==> src/rtl/lsu_pkg.sv <==
// Shared definitions for the LSU load path: funct3 codes, address window
// constants, state/region enums and small decode helpers.
package lsu_pkg;

  localparam logic [2:0] F3_LB  = 3'b000;
  localparam logic [2:0] F3_LH  = 3'b001;
  localparam logic [2:0] F3_LW  = 3'b010;
  localparam logic [2:0] F3_LBU = 3'b100;
  localparam logic [2:0] F3_LHU = 3'b101;

  localparam logic [2:0] SRAM_MATCH = 3'b001;
  localparam logic [3:0] BUF_MATCH  = 4'h7;
  localparam logic [3:0] OBUF_MATCH = 4'h0;
  localparam logic [3:0] IBUF_MATCH = 4'h8;

  typedef enum logic [1:0] {IDLE, SR_WAIT, RESP} state_t;
  typedef enum logic [1:0] {R_SRAM, R_OBUF, R_IBUF, R_NONE} region_t;

  // Takes addr[15:8]; the upper half of the address is ignored.
  function automatic region_t decode_region(input logic [7:0] hi);
    region_t r;
    r = R_NONE;
    if (hi[7:5] == SRAM_MATCH) r = R_SRAM;
    else if (hi[7:4] == BUF_MATCH && hi[3:0] == OBUF_MATCH) r = R_OBUF;
    else if (hi[7:4] == BUF_MATCH && hi[3:0] == IBUF_MATCH) r = R_IBUF;
    return r;
  endfunction

  // Misaligned access or a funct3 that is not a load.
  function automatic logic load_bad(input logic [2:0] funct3, input logic [1:0] addr_lo);
    logic bad;
    case (funct3)
      F3_LB, F3_LBU: bad = 1'b0;
      F3_LH, F3_LHU: bad = addr_lo[0];
      F3_LW:         bad = (addr_lo != 2'b00);
      default:       bad = 1'b1;
    endcase
    return bad;
  endfunction

endpackage

==> src/rtl/load_align.sv <==
// Selects and extends the byte/halfword/word of a load; flags accesses that
// cannot be aligned (misaligned or non-load funct3), returning zero for them.
module load_align
  import lsu_pkg::*;
(
  input  logic [31:0] word,
  input  logic [1:0]  addr_lo,
  input  logic [2:0]  funct3,
  output logic [31:0] data,
  output logic        misalign
);

  logic [7:0]  byte_sel;
  logic [15:0] half_sel;

  always_comb begin
    byte_sel = word[7:0];
    case (addr_lo)
      2'd1:    byte_sel = word[15:8];
      2'd2:    byte_sel = word[23:16];
      2'd3:    byte_sel = word[31:24];
      default: byte_sel = word[7:0];
    endcase
    half_sel = addr_lo[1] ? word[31:16] : word[15:0];
    misalign = load_bad(funct3, addr_lo);
    data     = '0;
    if (!misalign) begin
      case (funct3)
        F3_LB:   data = {{24{byte_sel[7]}}, byte_sel};
        F3_LBU:  data = {24'h0, byte_sel};
        F3_LH:   data = {{16{half_sel[15]}}, half_sel};
        F3_LHU:  data = {16'h0, half_sel};
        F3_LW:   data = word;
        default: data = '0;
      endcase
    end
  end

endmodule

==> src/rtl/lsu_read_path.sv <==
// LSU load path: decodes the request window, sequences fixed-latency SRAM
// reads and returns one registered, aligned load response per request.
//
// state   | meaning
// IDLE    | no request in flight, ready to accept
// SR_WAIT | SRAM read issued, waiting SRAM_LAT cycles for data
// RESP    | read word is valid this cycle; response registers at the edge
module lsu_read_path
  import lsu_pkg::*;
#(
  parameter int SRAM_LAT = 2
) (
  input  logic        i_clk,
  input  logic        i_rst_n,
  input  logic [31:0] i_lsu_addr,
  input  logic        i_lsu_rden,
  input  logic        i_lsu_wren,
  input  logic [2:0]  i_lsu_funct3,
  output logic        o_lsu_ready,
  output logic        o_sram_rd_en,
  output logic [10:0] o_sram_addr,
  input  logic [31:0] i_sram_rdata,
  output logic [5:0]  o_buf_addr,
  input  logic [31:0] i_obuf_rdata,
  input  logic [31:0] i_ibuf_rdata,
  output logic [31:0] o_ld_data,
  output logic        o_ld_valid,
  output logic        o_ld_err
);

  localparam logic [2:0] LAT = 3'(SRAM_LAT);

  state_t      state;
  region_t     region_q;
  region_t     region_in;
  logic [1:0]  lo_q;
  logic [2:0]  f3_q;
  logic [2:0]  cnt;
  logic        accept;
  logic        sram_go;
  logic [31:0] word_sel;
  logic [31:0] aligned;
  logic        align_bad;
  logic        resp_err;
  logic        unused_addr_hi;

  assign unused_addr_hi = ^i_lsu_addr[31:16];

  assign o_lsu_ready = (state != SR_WAIT);
  assign accept      = i_lsu_rden & o_lsu_ready & ~i_lsu_wren;
  assign region_in   = decode_region(i_lsu_addr[15:8]);
  // Erroring SRAM requests skip the read and answer straight from RESP.
  assign sram_go     = (region_in == R_SRAM) & ~load_bad(i_lsu_funct3, i_lsu_addr[1:0]);

  always_comb begin
    word_sel = '0;
    case (region_q)
      R_SRAM:  word_sel = i_sram_rdata;
      R_OBUF:  word_sel = i_obuf_rdata;
      R_IBUF:  word_sel = i_ibuf_rdata;
      default: word_sel = '0;
    endcase
  end

  load_align u_align (
    .word     (word_sel),
    .addr_lo  (lo_q),
    .funct3   (f3_q),
    .data     (aligned),
    .misalign (align_bad)
  );

  assign resp_err = align_bad | (region_q == R_NONE);

  always_ff @(posedge i_clk or negedge i_rst_n) begin
    if (!i_rst_n) begin
      state        <= IDLE;
      region_q     <= R_NONE;
      lo_q         <= '0;
      f3_q         <= '0;
      cnt          <= '0;
      o_sram_rd_en <= 1'b0;
      o_sram_addr  <= '0;
      o_buf_addr   <= '0;
      o_ld_data    <= '0;
      o_ld_valid   <= 1'b0;
      o_ld_err     <= 1'b0;
    end else begin
      o_sram_rd_en <= 1'b0;
      o_ld_valid   <= 1'b0;
      if (state == RESP) begin
        o_ld_valid <= 1'b1;
        o_ld_err   <= resp_err;
        o_ld_data  <= resp_err ? 32'h0 : aligned;
      end
      case (state)
        IDLE, RESP: begin
          if (accept) begin
            region_q    <= region_in;
            lo_q        <= i_lsu_addr[1:0];
            f3_q        <= i_lsu_funct3;
            o_sram_addr <= i_lsu_addr[12:2];
            o_buf_addr  <= i_lsu_addr[7:2];
            if (sram_go) begin
              state        <= SR_WAIT;
              cnt          <= LAT;
              o_sram_rd_en <= 1'b1;
            end else begin
              state <= RESP;
            end
          end else begin
            state <= IDLE;
          end
        end
        SR_WAIT: begin
          cnt <= cnt - 3'd1;
          // Counter hits zero as data becomes valid; RESP registers it.
          if (cnt == 3'd1) state <= RESP;
        end
        default: state <= IDLE;
      endcase
    end
  end

endmodule

==> config.mk <==
export PLATFORM = sky130hd
export DESIGN_NAME = lsu_read_path
export DESIGN_NICKNAME = d
export VERILOG_FILES = /design/src/rtl/lsu_pkg.sv /design/src/rtl/load_align.sv /design/src/rtl/lsu_read_path.sv
export SDC_FILE = /design/constraint.sdc
export NUM_CORES = 1
export LEC_CHECK = 0
export ABC_AREA = 1
export ABC_CLOCK_PERIOD_IN_PS = 3000
export BUFFER_PORTS_ARGS = -buffer_cell sky130_fd_sc_hd__clkbuf_2
export CAP_MARGIN = 20
export CORE_MARGIN = 2
export CORE_UTILIZATION = 35
export CTS_CLUSTER_SIZE = 25
export DETAILED_ROUTE_END_ITERATION = 7
export SLEW_MARGIN = 20
export SYNTH_ARGS = -nofsm -noshare
export SYNTH_HDL_FRONTEND = slang
export SYNTH_SLANG_ARGS = --single-unit
==> constraint.sdc <==
create_clock -name i_clk -period 3 [get_ports i_clk]
set_input_delay 0.45 -clock i_clk [delete_from_list [all_inputs] [get_ports i_clk]]
set_output_delay 0.45 -clock i_clk [all_outputs]
set_load 0.005 [all_outputs]
==> reports/results.txt <==
cell with the most instances on the worst path: nand2_1
filler instances: 1173
crit path capture type: register
flop2flop setup slack: 730 ps
GPL Wtd Cong: 0.933
count of warnings emitted by yosys: 0
Least-Margin Pin Slew: 911 ps
Yosys cell types: 39
vias in the first global route: 4418
clk slew on worst S/H paths: 50 ps
GR Overflow Total: 0
largest net degree at the start of global routing: 34
global-route wire length before repair: 20.6 mm
Fin. Hold Viols: 0
minimum clock period after layout: 2270 ps
Worst Path Arrival: 2530 ps
pre-CTS setup slack: 743 ps
element type at the critical path start: register
Antenna diodes: 0
clock latency on the worst-skew pair: 320 ps
Critical Path Max Stage Delay: 740 ps
P_leak: 3.07 nW
Design Power: 3.16 mW
cells on worst reg2reg path: 9
Core Area: 11300 sq um
Synth Area per Inst: 6.69 sq um
Required @ worst endpoint: 3260 ps
DR vias/cell: 4.90
most common cell after layout, fill and taps aside: nand2_1
Post-DRT Antenna Nets: 0
CTS Root Cell: clkbuf_16
die footprint: 12400 sq um
initial antenna violation count: 0
Starting Density: 35.7%
DIE WIDTH: 111 microns
Tot GR Track Use: 20.2%
Post-synth ARST share: 100%
chip height: 111 microns
Post-CTS Setup Inserts: 0
setup ws final: 729 ps
TNS Setup: 0 ps
R2R Path End: o_ld_data[27]$_DFFE_PN0P_
CP Cell Sequence: inv_6 -> nor2_4 -> nand2_1 -> nand3_1 -> or2_4 -> nand3_4 -> nand2_1 -> nand2_1 -> nand2_1
Flop pwr share: 33.7%
Post-CTS Resized: 0
Int Pwr: 2.05 mW
FP Rows: 39
Post-CTS Hold Fix Bufs: 0
post-DP HPWL: 9.83 mm
max-slew violation count: 0
FMAX: 440 MHz
H-tree Lvls: 3
Crit Path Category: register to register
TritonCTS clock tree: built
io pins: 188
worst-path fanout max: 24
MaxCap Viol Count: 0
Sw Share: 35.1%
Routed wire per std cell: 13.8 microns
vias after detailed routing: 4445
Tcrit/Tclk final: 75.7%
Reg2Reg Launch Point: region_q[1]$_DFFE_PN1P_
final net count: 896
clock power share: 33.2%
FF/Latch Area: 1450 sq um
Rel. slew slack: 39.0%
number of synthesized flops with an enable pin: 0
Synth Flop Type: dfrtp_1
area of the multi-input gates: 2210 sq um
Mapped Area: 4040 sq um
Final Skew: 6.36 ps
Combinational Power Share: 33.1%
Max Buffers Root-to-Sink: 2
CP max stage cell: dfstp_2
register area share after synthesis: 36.0%
Power Dens Cells: 611 nW/um^2
status: complete, no violations
aggregate routed wire length: 12.5 mm
maximum vdd drop: 0.365 mV
Mapped Cells: 604
Residual DRC: 0
final-report setup violation count: 0
post-synthesis net count: 741
Hold Path Class: primary input to async pin
Clock Sinks: 58
I/O Buffers: 171
RSZ-0062 raised after global routing: false
most frequent cells in the layout: nand2_1, clkbuf_2, dfrtp_1, nand3_1, inv_1
first-iteration detailed-routing DRC count: 212
flops & latches, synth: 58
switching pwr: 1.11 mW
synth-to-layout area growth: 28.1%
total CTS buffers: 9
DRT Pass-1 Iters: 4
layout cells sized above 1: 29.8%
==> cell families (layout without fill, tap and decap cells) <==
family	after synthesis	count (layout)	share of synthesized area, %
simple gates	421	421	44.4
buf+inv	65	225	9.38
flops	58	58	36.0
compound gates	57	57	9.42
fa+ha+maj	2	2	0.619
xor+xnor	1	1	0.217
==> worst max path at each step <==
stage / start / endpoint / slack [ps] / cells past startpoint
floorplan: region_q[1]$_DFFE_PN1P_ / o_ld_data[21]$_DFFE_PN0P_ / 1400 / 11
global placement: region_q[1]$_DFFE_PN1P_ / o_ld_data[20]$_DFFE_PN0P_ / 790 / 9
detailed placement: region_q[1]$_DFFE_PN1P_ / o_ld_data[18]$_DFFE_PN0P_ / 740 / 10
CTS: region_q[1]$_DFFE_PN1P_ / o_ld_data[18]$_DFFE_PN0P_ / 720 / 10
global route: region_q[1]$_DFFE_PN1P_ / o_ld_data[20]$_DFFE_PN0P_ / 550 / 9
finish: region_q[1]$_DFFE_PN1P_ / o_ld_data[27]$_DFFE_PN0P_ / 730 / 9
==> per-layer routing <==
metal / up-vias / global-route usage (%) / routed length, microns
met3: 38 / 4.41 / 773
li1: 2212 / - / -
met5: - / 0 / 0
met4: 0 / 8.64 / 420
met2: 146 / 36.5 / 6270
met1: 2049 / 23.1 / 5020
==> cells in the mapped netlist (2+ instances only) <==
cell | number | area (sq um)
nand2_2 | 12 | 75.1
o21ai_0 | 12 | 60.1
a21boi_0 | 12 | 90.1
buf_4 | 7 | 52.6
inv_2 | 6 | 22.5
a21oi_1 | 7 | 35.0
buf_2 | 8 | 40.0
dfrtp_1 | 56 | 1400
nor2_8 | 2 | 40.0
nor2_1 | 19 | 71.3
nand3_2 | 4 | 40.0
ha_1 | 2 | 25.0
o211ai_2 | 3 | 37.5
buf_6 | 10 | 113
a21boi_1 | 12 | 90.1
nand2_1 | 330 | 1240
dfstp_2 | 2 | 52.6
inv_1 | 25 | 93.8
o21ai_1 | 6 | 30.0
clkbuf_1 | 6 | 22.5
nand3_1 | 37 | 185
nand4_1 | 9 | 56.3
==> state kept, by name, summed over array words and instances, names as in the netlist <==
name,cells
cnt,3
f3_q,3
lo_q,2
o_ld_data,32
o_ld_err,1
o_ld_valid,1
o_sram_addr,11
o_sram_rd_en,1
region_q,2
state,2
==> per-stage QoR <==
stage	hold WS (ps)	cells	cell area [sq um]	util, %
after floorplan	154	604	4040	-
after global placement	457	891	4860	43.0
after detailed placement	467	891	4860	43.0
after CTS	231	907	5170	45.7
after global routing	287	907	5170	45.7
final	211	907	5170	45.7
==> critical path, delay by kind of cell (launching register included) <==
family / cells / cell delay (ps)
AND/OR/NAND/NOR: 8 / 1400
buffers and inverters: 1 / 70
flip-flops: 1 / 740
==> power by group through the flow <==
stage               registers (mW)  logic, mW  clock network [mW]
CTS                           1.07       1.06                1.07
finish                        1.07       1.04                1.05
floorplan                     1.05      0.715                   0
global route                  1.09       1.19                1.10
detailed placement            1.08       1.05                   0
global placement              1.07       1.03                   0
==> area by class of cell <==
cell class | count | share of cell area, %
Multi-Input combinational cell | 481 | 42.7
Sequential cell | 58 | 28.1
Timing Repair Buffer | 176 | 17.3
Clock buffer | 14 | 5.30
Tap cell | 143 | 3.46
Inverter | 33 | 2.54
Clock inverter | 2 | 0.677
Power figures use the tool's default switching activity.
